### src/rtl/digit_scan_ctrl.sv
// Scan controller for a multiplexed 8-digit display: prescaled digit stepping,
// frame-latched active-digit count, and an 8 x 4-bit digit register file.
module digit_scan_ctrl #(
  parameter int unsigned PRESCALE = 1000
) (
  input  logic       clk,
  input  logic       rst_n,
  input  logic       en,
  input  logic [2:0] num_digits,
  input  logic       wr_en,
  input  logic [2:0] wr_addr,
  input  logic [3:0] wr_data,
  output logic [2:0] sel,
  output logic [3:0] digit,
  output logic       tick,
  output logic       frame_done,
  output logic       blank
);

  localparam logic [15:0] CNT_MAX = 16'(PRESCALE - 32'd1);

  logic [15:0] cnt_r;
  logic [15:0] cnt_nxt_s;
  logic [2:0]  sel_r;
  logic [2:0]  sel_nxt_s;
  logic [2:0]  last_q_r;
  logic [2:0]  last_nxt_s;
  logic        tick_r;
  logic        tick_nxt_s;
  logic        frame_done_r;
  logic        frame_done_nxt_s;
  logic        blank_r;
  logic [3:0]  mem_r [8];

  // Prescaler and scan stepping; last_q only reloads on the wrap so a frame is never cut short.
  always_comb begin
    cnt_nxt_s        = cnt_r;
    sel_nxt_s        = sel_r;
    last_nxt_s       = last_q_r;
    tick_nxt_s       = 1'b0;
    frame_done_nxt_s = 1'b0;
    if (en) begin
      if (cnt_r == CNT_MAX) begin
        cnt_nxt_s  = 16'd0;
        tick_nxt_s = 1'b1;
        if (sel_r == last_q_r) begin
          sel_nxt_s        = 3'd0;
          frame_done_nxt_s = 1'b1;
          last_nxt_s       = num_digits;
        end else begin
          sel_nxt_s = sel_r + 3'd1;
        end
      end else begin
        cnt_nxt_s = cnt_r + 16'd1;
      end
    end else begin
      cnt_nxt_s = cnt_r;
    end
  end

  // Scan state and registered status outputs.
  always_ff @(posedge clk) begin
    if (!rst_n) begin
      cnt_r        <= 16'd0;
      sel_r        <= 3'd0;
      last_q_r     <= 3'd7;
      tick_r       <= 1'b0;
      frame_done_r <= 1'b0;
      blank_r      <= 1'b1;
    end else begin
      cnt_r        <= cnt_nxt_s;
      sel_r        <= sel_nxt_s;
      last_q_r     <= last_nxt_s;
      tick_r       <= tick_nxt_s;
      frame_done_r <= frame_done_nxt_s;
      blank_r      <= ~en;
    end
  end

  // Digit register file; writes are independent of the scan.
  always_ff @(posedge clk) begin
    if (!rst_n) begin
      for (int i = 0; i < 8; i++) begin
        mem_r[i] <= 4'd0;
      end
    end else if (wr_en) begin
      mem_r[wr_addr] <= wr_data;
    end else begin
      mem_r[wr_addr] <= mem_r[wr_addr];
    end
  end

  assign sel        = sel_r;
  assign digit      = mem_r[sel_r];
  assign tick       = tick_r;
  assign frame_done = frame_done_r;
  assign blank      = blank_r;

endmodule

### config.mk
export PLATFORM = sky130hd
export DESIGN_NAME = digit_scan_ctrl
export DESIGN_NICKNAME = d
export VERILOG_FILES = /design/src/rtl/digit_scan_ctrl.sv
export SDC_FILE = /design/constraint.sdc
export NUM_CORES = 1
export LEC_CHECK = 0
export CAP_MARGIN = 10
export CORE_ASPECT_RATIO = 0.5
export CORE_MARGIN = 5
export CORE_UTILIZATION = 50
export DETAILED_ROUTE_END_ITERATION = 12
export MAX_ROUTING_LAYER = met4
export PLACE_DENSITY = 0.73
export SLEW_MARGIN = 20
export SYNTH_ARGS = -nofsm -noshare
export SYNTH_HDL_FRONTEND = slang
export SYNTH_SLANG_ARGS = --single-unit
### constraint.sdc
create_clock -name clk -period 2 [get_ports clk]
set_input_delay 0.3 -clock clk [delete_from_list [all_inputs] [get_ports clk]]
set_output_delay 0.3 -clock clk [all_outputs]
set_load 0.02 [all_outputs]
Word-level counts from Yosys, hierarchy flattened
Memories as Yosys holds them, arrays and structs flattened. A register that Yosys moved wholly into a read port is not among the register bits.
Index checks and enable logic that the tools add are counted.
{"block": "op_classes", "bitwise_logic": 2, "muxes": 17, "addsub": 2, "n_reduce_logical": 6, "n_eq_ne": 3}
{"op": "adder 16 x 1 -> 16 bit, second input constant", "count": 1}
{"op": "equality test 16 x 10 -> 1 bit, second input constant", "count": 1}
{"op": "two-way mux 16 bit", "count": 1}
{"op": "two-way mux 3 bit", "count": 4}
{"op": "two-way mux 1 bit", "count": 10}
{"op": "two-way mux 4 bit", "count": 2}
{"op": "AND reduction 2 bit", "count": 3}
{"op": "AND reduction 3 bit", "count": 2}
{"op": "OR reduction 4 bit", "count": 1}
{"op": "adder 3 x 1 -> 3 bit, second input constant", "count": 1}
{"op": "equality test 3 bit", "count": 1}
{"op": "inequality test 0 bit", "count": 1}
{"op": "inverter 1 bit", "count": 1}
{"op": "bitwise OR 1 bit", "count": 1}
{"block": "totals", "ramBits": 32, "out_inout_bits": 10, "wordCells": 37, "register_bits": 25, "in_bits": 14, "n_memories": 1}
{"memory": "mem_r", "words": 8, "word_bits": 4, "rd": 1, "rd_ports_with_merged_regs": 1, "write_ports": 8, "line_no": "33", "text": "logic [3:0] mem_r [8];"}

Depth between registers and ports, before layout
{"block": "logic_depth", "depth_word": 7, "depth_mapped": 7, "depth_no_buf": 5}

Worst setup path after synthesis
No wires, ideal clock.
{"block": "synth_timing", "kind": "register to register", "start": "reg cnt_r[3]", "end": "reg last_q_r[0]", "path_buffers": 1, "t_arrival_ps": 1763, "setup_slack_ps": 97, "period_less_slack_ps": 1903, "path_stages_with_launch": 6, "path_cell_list": "dfxtp_1 or4_1 or4_1 buf_6 o21ai_0 o311ai_1"}
{"block": "synth_between", "elab_chain_len": 2}
{"element": "start: declaration", "line_no": "22", "text": "logic [15:0] cnt_r;"}
{"element": "start signal: assignment", "line_no": "71", "text": "cnt_r <= cnt_nxt_s;"}
{"element": "equality test 16 x 10 -> 1 bit", "line_no": "43", "text": "if (cnt_r == CNT_MAX) begin"}
{"element": "AND reduction 3 bit (no line)"}
{"element": "end signal: assignment", "line_no": "73", "text": "last_q_r <= last_nxt_s;"}
{"element": "end: declaration", "line_no": "26", "text": "logic [2:0] last_q_r;"}
Every way passes these cells.
A chain may end at the register's enable or synchronous reset.

==> results.ini <==
[sta]
setup_viol=4
rsz0062_at_grt=yes
maxSlewViolCount=0
worstMarginPinSlew_ns=0.382
fmax_ghz=0.492
setup_slack_ns=-0.0315
tns_ns=-0.106
final.min_clock_period_ns=2.03
hold_slack_ns=0.482
fin_crit_sh=1.02
max_slew_margin=0.743
clock-skew-final_ns=0.00828
hold_viol=0

[synth]
synth.most_common_cell=and2_1
synth_cell_type_count=31
netlist_instances=229
synth_seq_cells=60
synth-xor-area-share=0.0553
synth_compound_area_frac=0.0405
syn_area_um2=2690
synth_fa_ha_area_frac=0.00930
synth_simple_gate_area_frac=0.220
synth_warnings=0
synth_top_family_by_area=simple AND/OR/NAND/NOR gates
synth_edf_count=32
synth_commonest_cells=and2_1 (34), edfxtp_1 (32), dfxtp_1 (28)
synthTopCellsByArea=edfxtp_1 (36%), dfxtp_1 (21%), and2_1 (7.9%)
synth_top_area_share=0.357
synth.net_count=245
avgSynthCellArea_um2=11.7
yosys.area.top_type=edfxtp_1
async_flop_share=0
synth_mux_area_frac=0.0874
seq_area_frac_synth=0.566
ys.flop_type=edfxtp_1

[global_route]
grt_pass1_wl_um=8490
grt_overflow=0
grt_pass1_vias=1818
grt_max_degree=16
grt.total_usage=0.169
antenna_found_initial=0

[run]
cap_violations=0

[power]
power_density_nw_per_um2=791
ir_drop_mv=0.449
internal-power_mw=2.13
switching_share=0.211
p_sw_mw=0.569
p_comb_frac=0.060
clkPwrFrac=0.434
p_seq_frac=0.505
power.total_mw=2.70
leakagePower_nw=1.21

[place]
dpl_cell_area_um2=3150
gp_congestion=0.820
place_hpwl_um=3910
io_buffers=23
dp.cells=338

[route]
ant_nets=0
drt_iter0_drc=96
routedWlPerCell_um=14.9
wirelength_um=5300
route.vias.total=1884
avgViaCountPerCell=5.31
dr.pass1.iters=4
drcViolationCount=0

[setup_path]
critPathArrivalTime_ns=1.73
endpoint_kind=primary output
r2r_start=cnt_r[4]
crit_end=digit[0]
timing.rr.end=last_q_r[1]
criticalPathCategory=flop to primary output
cp.required_ns=1.70
worstSetupStartpointType=flop
worstPathMaxFanout=8
ff2ff_path_depth=4
r2r_slack_ns=0.07

[layout]
fin_nets=296
design_area_um2=3410
areaGrowthSynthToFinish_pct=26.8
drive_above_1_share=0.214
fill_cells=395
n_antenna_cell=0
final-instance-count-excl-fill=355

[clock_network]
cts.sinks=60
htree_levels=3
ctsHoldBuffers=0
cts-root-buf=clkbuf_8
clk_latency_ns=0.34
cts_tree=done
cts_buffers=9
clkTransAtPathRegs_ns=0.07
cts_buffer_depth=2

[floorplan]
rows=18
io_pins=24
die_x_um=114
fp.dieH_um=61.9
start_util=0.531
dieArea_um2=7040
coreArea_um2=5070

[status]
status=finished, violations left
violations=setup timing

[min_path]
min_path_type=flop to flop

[sequential cells by signal, indices dropped and copies added, names as in the netlist, named ones only]
name and count:
mem_r 32, cnt_r 16, last_q_r 3, sel 3, blank 1, frame_done 1, tick 1
[power by group through the flow]
stage / clock network [mW] / logic, mW / registers, mW
floorplan: 0 / 0.0757 / 1.38
global placement: 0 / 0.152 / 1.39
detailed placement: 0 / 0.158 / 1.39
CTS: 1.19 / 0.161 / 1.36
global route: 1.26 / 0.175 / 1.37
finish: 1.17 / 0.163 / 1.36
[layout make-up]
class	instances	area [µm²]	share of cell area
clock inverter	6	88.8	0.0260
clock buffer	10	128	0.0374
inverter	5	18.8	0.00550
sequential	60	1520	0.446
multi-input combinational	158	1140	0.336
tap	70	87.6	0.0257
timing repair buffer	46	420	0.123
[worst max-delay path, cell delays in order, from the launching register on]
cell and delay (ns):
dfxtp_2 0.35, buf_12 0.13, mux4_2 0.50, mux2_4 0.28, buf_6 0.13
[worst min-delay path by stage]
stage / from / end / slack (ns) / cells past startpoint
2_1_floorplan: cnt_r[15] / cnt_r[15] / 0.44 / 2
3_3_place_gp: cnt_r[15] / cnt_r[15] / 0.46 / 2
3_5_place_dp: cnt_r[15] / cnt_r[15] / 0.47 / 2
4_1_cts: cnt_r[15] / cnt_r[15] / 0.48 / 2
5_1_grt: cnt_r[15] / cnt_r[15] / 0.53 / 2
6_report: cnt_r[15] / cnt_r[15] / 0.48 / 2
[through the flow]
step                utilization  setup slack, ns
finish                    0.673          -0.0315
global route              0.673          -0.0950
CTS                       0.668          -0.0711
detailed placement        0.622           -0.108
global placement          0.622          -0.0696
floorplan                     -           0.0968
[logic make-up (layout without fill, tap and decap cells)]
kind of cell             Yosys count  count (layout)
multiplexers                      13              13
AO/OA/AOI/OAI                     18              18
buffers and inverters             12              67
flip-flops                        60              60
AND/OR/NAND/NOR                  107             108
adder cells (fa/ha/maj)            2               2
XOR/XNOR                          17              17
[per-layer routing]
metal | GRT usage | wire (µm) | part of all wire
met2 | 0.288 | 2630 | 0.50
met5 | - | 0 | 0
met1 | 0.190 | 2400 | 0.45
met4 | 0.0668 | 70 | 0.013
met3 | 0.0590 | 204 | 0.038
[repair_timing]
item                                    4_1_cts  5_1_grt
gates resized for setup                      27        8
buffers inserted                              0        0
pin swaps                                     0        1
endpoints found under the setup margin       25        7
cloned                                        0        1
[cell usage in the layout (no fill, tap or decap), drive strengths merged, types with 2 or more instances in the layout]
cell	instances
and2	34
buf	27
bufinv	2
clkbuf	10
clkdlybuf4s50	19
clkinv	2
clkinvlp	2
dfxtp	28
edfxtp	32
ha	2
inv	5
mux2	4
mux4	8
nand2	11
nand2b	6
nand3	8
nand4	6
nor2	20
nor3	8
nor4	5
o211ai	2
o21ai	11
o311ai	3
or4	5
xnor2	15
xor2	2
(Power assumes the default switching activity.)
